File: src/rtl/dm_arbiter.sv
// Two-port round-robin arbiter and single-access sequencer for the word-organised data memory.
// One latched command at a time: IDLE -> ACCESS (strobes, ack) -> RESP (done) -> IDLE.
//
// state  | meaning
// -------+---------------------------------------------------------------
// IDLE   | no access in flight; picks a winner when any request is high
// ACCESS | latched command driven to memory for one cycle; ack pulses
// RESP   | read word captured; done pulses to the latched requester
module dm_arbiter #(
   parameter logic PRIO_INIT = 1'b0,
   parameter int   ADDR_W    = 32
) (
   input  logic              clk,
   input  logic              rst,
   input  logic              req0,
   input  logic              req1,
   input  logic              we0,
   input  logic              we1,
   input  logic [2:0]        op0,
   input  logic [2:0]        op1,
   input  logic [ADDR_W-1:0] addr0,
   input  logic [ADDR_W-1:0] addr1,
   input  logic [31:0]       wdata0,
   input  logic [31:0]       wdata1,
   output logic              ack0,
   output logic              ack1,
   output logic              done0,
   output logic              done1,
   output logic [31:0]       rdata0,
   output logic [31:0]       rdata1,
   output logic              busy,
   output logic              dm_w,
   output logic              dm_r,
   output logic [2:0]        dm_op,
   output logic [ADDR_W-1:0] dm_addr,
   output logic [31:0]       dm_wdata,
   input  logic [31:0]       dm_rdata
);

   typedef enum logic [1:0] {
      IDLE   = 2'd0,
      ACCESS = 2'd1,
      RESP   = 2'd2
   } state_t;

   state_t            state_q, state_d;
   logic              last_q;
   logic              id_q;
   logic              we_q;
   logic [2:0]        op_q;
   logic [ADDR_W-1:0] addr_q;
   logic [31:0]       wdata_q;
   logic [31:0]       rdata0_q, rdata1_q;
   logic              any_req;
   logic              grant_id;
   logic              accept;

   // Under contention the requester that did not win last time goes first.
   assign any_req  = req0 | req1;
   assign grant_id = (req0 && req1) ? ~last_q : req1;
   assign accept   = (state_q == IDLE) && any_req;

   always_ff @(posedge clk) begin
      if (rst) begin
         state_q  <= IDLE;
         last_q   <= ~PRIO_INIT;
         id_q     <= 1'b0;
         we_q     <= 1'b0;
         op_q     <= 3'd0;
         addr_q   <= '0;
         wdata_q  <= '0;
         rdata0_q <= '0;
         rdata1_q <= '0;
      end else begin
         state_q <= state_d;
         if (accept) begin
            last_q  <= grant_id;
            id_q    <= grant_id;
            we_q    <= grant_id ? we1    : we0;
            op_q    <= grant_id ? op1    : op0;
            addr_q  <= grant_id ? addr1  : addr0;
            wdata_q <= grant_id ? wdata1 : wdata0;
         end
         // Memory read data settles by the falling edge of ACCESS; capture it at the end of ACCESS.
         if ((state_q == ACCESS) && !we_q) begin
            if (id_q) rdata1_q <= dm_rdata;
            else      rdata0_q <= dm_rdata;
         end
      end
   end

   always_comb begin
      state_d = state_q;
      ack0    = 1'b0;
      ack1    = 1'b0;
      done0   = 1'b0;
      done1   = 1'b0;
      dm_w    = 1'b0;
      dm_r    = 1'b0;
      case (state_q)
         IDLE: begin
            if (any_req) state_d = ACCESS;
         end
         ACCESS: begin
            state_d = RESP;
            dm_w    = we_q;
            dm_r    = ~we_q;
            ack0    = ~id_q;
            ack1    = id_q;
         end
         RESP: begin
            state_d = IDLE;
            done0   = ~id_q;
            done1   = id_q;
         end
         default: begin
            state_d = IDLE;
         end
      endcase
   end

   assign busy     = (state_q != IDLE);
   assign dm_op    = op_q;
   assign dm_addr  = addr_q;
   assign dm_wdata = wdata_q;
   assign rdata0   = rdata0_q;
   assign rdata1   = rdata1_q;

endmodule

File: config.mk
export PLATFORM = sky130hd
export DESIGN_NAME = dm_arbiter
export DESIGN_NICKNAME = d
export VERILOG_FILES = /design/src/rtl/dm_arbiter.sv
export SDC_FILE = /design/constraint.sdc
export NUM_CORES = 1
export LEC_CHECK = 0
export CORE_ASPECT_RATIO = 1.25
export CORE_MARGIN = 10
export CORE_UTILIZATION = 39
export DETAILED_ROUTE_END_ITERATION = 12
export GPL_TIMING_DRIVEN = 0
export MAX_ROUTING_LAYER = met4
export PLACE_DENSITY_LB_ADDON = 0.05
export SLEW_MARGIN = 5
export SYNTH_ARGS = -nofsm -noshare
export SYNTH_HDL_FRONTEND = slang
export SYNTH_SLANG_ARGS = --single-unit
File: constraint.sdc
create_clock -name clk -period 2.03 [get_ports clk]
set_clock_uncertainty 0.2 [all_clocks]
set_input_delay 0.3045 -clock clk [delete_from_list [all_inputs] [get_ports clk]]
set_output_delay 0.3045 -clock clk [all_outputs]
set_load 0.005 [all_outputs]
# Word-level counts from Yosys, hierarchy flattened
# Cells that the tools add are included.
# op_classes
n_eq_ne	3
mux	13
bitwise	4
reduce_logical	8
# ops
operator	n
$mux W32	2
$mux W1	8
$pmux W2 S2	1
$reduce_and A2 Y1	2
$logic_and A1 B1 Y1	3
$mux W3	1
$not A1 Y1	3
$eq A2 B1 Y1 const B	1
$eq A2 B2 Y1 const B	1
$logic_not A2 Y1	1
$mux W2	1
$ne A2 B2 Y1 const B	1
$reduce_bool A2 Y1	1
$logic_not A1 Y1	1
$or A1 B1 Y1	1
# totals
register_bits	136
in_bits	172

# Longest topological paths before layout
# logic_depth
depth_word	3
depth_mapped	6
mapped_depth_nobuf	4

# Worst setup path before layout
# OpenSTA, ideal clock, no wires.
# synth_path
path_type	flip-flop to flip-flop
start	reg state_q[0]
end	reg rdata0_q[22], in the netlist rdata0[22]
t_arrival_ps	1280
path_slack_ps	408
stages_incl_launch_ff	6
synth_period_minus_slack_ps	1622
cell_sequence	dfxtp_1 > or4b_1 > buf_2 > buf_6 > nand2_2 > a21oi_2
# synth_via
elab_chain_len	3
# synth_rtl
element	line_no	source
start, declared	46	state_t state_q, state_d;
start signal, assigned	75	state_q <= state_d;
$eq A2 B1 Y1	85	if ((state_q == ACCESS) && !we_q) begin
$logic_and A1 B1 Y1	85	
$reduce_and A2 Y1 (no source line)	n/a	
end signal, assigned	87	else rdata0_q <= dm_rdata;
end, declared	53	logic [31:0] rdata0_q, rdata1_q;
# Every way passes these cells.
# A chain may end at the register's enable or synchronous reset.

# Final worst setup path
# layout_path
start	reg state_q[0]
end	out ack1
# layout_via
elab_chain_len	2
# layout_rtl
element	line_no	source
$eq A2 B1 Y1	100	case (state_q)
$mux W1	100	
end, declared	26	output logic ack1,
# Every way passes these cells.

==> results.md <==
- Status: finished, final reports clean
- R2r setup slk: roughly 240 ps
- Yosys warnings: 0
- Setup WS post-layout: 63.2 ps
- Hold Path Class: input port to register
- Hold Path Stages: 3
- Most frequent cells in the layout: clkdlybuf4s50_1 (301), nand2_1 (256), dfxtp_1 (133)
- Cells after Synth: approximately 700
- Synth Register Bits: 136
- Dpl cells: 1178
- Largest net degree at the start of global routing: 17
- Pwr dens: 800 mW/mm^2
- Die footprint: 0.0195 sq mm
- Power share of the clock group: about 39%
- Worst skew pair latency: around 420 ps
- Worst-Margin Slew: approximately 660 ps
- Initial DRT Pass Iterations: 4
- Clock Pin Slew Worst Setup and Hold Paths: 60 ps
- Drt drc: 0
- Fin area: approximately 0.0095 sq mm
- Grt ovf: 0
- Starting DRT DRC Count: approximately 330
- Pwr Total: about 7.6 mW
- Final ANT Viol Nets: 0
- Leakage: approximately 3.5 nW
- Placed Area: 0.00889 sq mm
- Drt via density: roughly 5
- GRT Util Overall: between 20% and 30%
- Reg2reg path depth: 5
- Number of H-tree levels: 4
- Final Hold Vio Count: 0
- Peak VDD IR: 0.460 mV
- Final setup violation count: 0
- Die Wd: 127 microns
- Pint: about 5.4 mW
- Async SR Flop Fraction: 0%
- Vias in the first global route: about 6100
- Die height: around 150 microns
- Max clock buf depth: 2
- Initial antenna violation count: 1
- Predominant post-synthesis flop cell: dfxtp_1
- Period minus WS final: between 1500 and 2000 ps
- Nature of the critical path endpoint: output pin
- First-pass GRT wire length: around 34000 microns
- Post-synthesis sequential area ratio: between 40% and 50%
- Switch share: between 20% and 30%
- Max frequency: 508 MHz
- CTS tree: built
- Sequential power share: roughly two fifths
- Mean Syn Cell Area: about 8.0 sq um
- Area delta synth->final: 69.5%
- Initial Util: ~40%
- Final wirelength: roughly 22000 microns
- WP data required: between 1500 and 2000 ps
- Total net switching power: between 2 and 2.5 mW
- Yosys cell types: 29
- Row count: 48
- Clock sinks: roughly 140
- Hold Path Sink: dm_addr[29]$_SDFFE_PP0P_
- Period Utilization, post-route: between 90 and 100%
- Share of cells above drive strength 1: roughly 11%
- WL/cell: roughly 18 microns
- Setup crit start kind: register
- Worst-path maximum fanout: 8
- DR vias: 6118
- Place WS: -347 ps
- GP Congestion: 0.827
- Root buffer cell: clkbuf_16
- Hold_sp: addr0[29]
- Dpl hpwl: 17500 microns
- Final layout net count: approximately 1200
- Mapped Area: 0.00558 sq mm
- CTS Buf Count: 17
- I/O pins: 310
- Hold_ws: roughly 250 ps
- Slew headroom: between 50% and 60%
- Gate power share: around a fifth
- Commonest non-fill, non-tap cell in the layout: clkdlybuf4s50_1
- Number of synthesized flops with an enable pin: 0
- Crit Path Class: register to output pin
- Core Region: roughly 0.014 sq mm
- Terminus of the critical flop-to-flop path: dm_wdata[24]$_SDFFE_PP0P_
- Unrepaired setup endpoints after global routing: false
- Max_cap viols: 0
- Buffers on Ports: between 300 and 400
- Worst path arrival time: between 1000 and 1500 ps
- R2r startpoint: state_q[0]$_SDFFE_PP0P_
- Layout Cells excl Fill: ~1200
- CTS Hold Buffers Added: 0
- Max-slew violations: 0
- Syn nets: slightly below 900
-- through the flow --
step / setup TNS [ps] / util [%]
after global routing: 0 / 68.0
final: 0 / 68.0
after detailed placement: -9380 / 63.8
after floorplan: 0 / -
after global placement: -8630 / 63.8
after CTS: 0 / 67.8
-- worst max path at each step --
stage,from,to,slack [ps]
CTS,state_q[0]$_SDFFE_PP0P_,busy,20
finish,state_q[0]$_SDFFE_PP0P_,ack1,60
global placement,req1,dm_addr[3]$_SDFFE_PP0P_,-300
global route,state_q[0]$_SDFFE_PP0P_,ack0,9
floorplan,state_q[0]$_SDFFE_PP0P_,rdata0[22]$_SDFFE_PP0P_,410
detailed placement,req1,dm_wdata[29]$_SDFFE_PP0P_,-350
-- power groups by stage --
| stage | registers, mW | clock network (mW) | logic [mW] |
|---|---|---|---|
| after floorplan | 3.08 | 0 | 0.625 |
| after global placement | 3.06 | 0 | 1.63 |
| after detailed placement | 3.07 | 0 | 1.63 |
| after CTS | 3.01 | 2.99 | 1.64 |
| after global routing | 3.04 | 3.10 | 1.77 |
| final | 3.01 | 2.94 | 1.62 |
-- what timing repair did --
| item | in CTS | in global routing |
|---|---|---|
| pin swaps | 1 | 0 |
| endpoints found under the setup margin | 7 | 11 |
| buffers inserted | 1 | 0 |
| gates resized for setup | 11 | 3 |
-- worst max-delay path: stages (launching register included) --
cell	delay, ps
dfxtp_4	390
or2b_4	290
nor2_1	80
dlygate4sd2_1	290
-- flip-flops by register name, indices dropped and copies added (netlist names) --
register,flops
rdata0,32
dm_wdata,32
state_q,2
id_q,1
we_q,1
last_q,1
rdata1,32
dm_addr,32
dm_op,3
-- cell type report --
class	count	area [sq um]
sequential	136	2730
timing repair buffer	309	3090
inverter	3	11.3
multi-input combinational	489	2510
antenna	1	2.50
tap	175	219
fill	1228	4470
clock inverter	15	131
clock buffer	17	425
buffer	67	354
-- layer usage --
| layer | part of all wire [%] | GRT usage (%) |
|---|---|---|
| met2 | 52 | 38.6 |
| met1 | 38 | 22.8 |
| met3 | 7.2 | 7.19 |
| met4 | 2.3 | 8.42 |
| met5 | 0 | - |
-- Yosys cell counts (2+ instances only) --
library cell	instances	area, sq um
clkbuf_1	18	67.6
dfxtp_1	136	2720
a21oi_2	10	87.6
a21oi_1	123	616
nor3b_1	2	15.0
inv_1	2	7.51
nor2_1	6	22.5
buf_2	37	185
nand2_1	256	961
nand2_2	10	62.6
buf_6	4	45.0
a311oi_1	68	596
buf_4	7	52.6
-- cells by family (layout without fill, tap and decap cells) --
kind of cell | Yosys count | in the layout | synth area share, %
AND/OR/NAND/NOR | 284 | 284 | 20.8
other | 0 | 1 | 0
flip-flops | 136 | 136 | 48.8
buffers and inverters | 70 | 411 | 6.54
AO/OA/AOI/OAI | 205 | 205 | 23.9
Power figures use the tool's default switching activity.
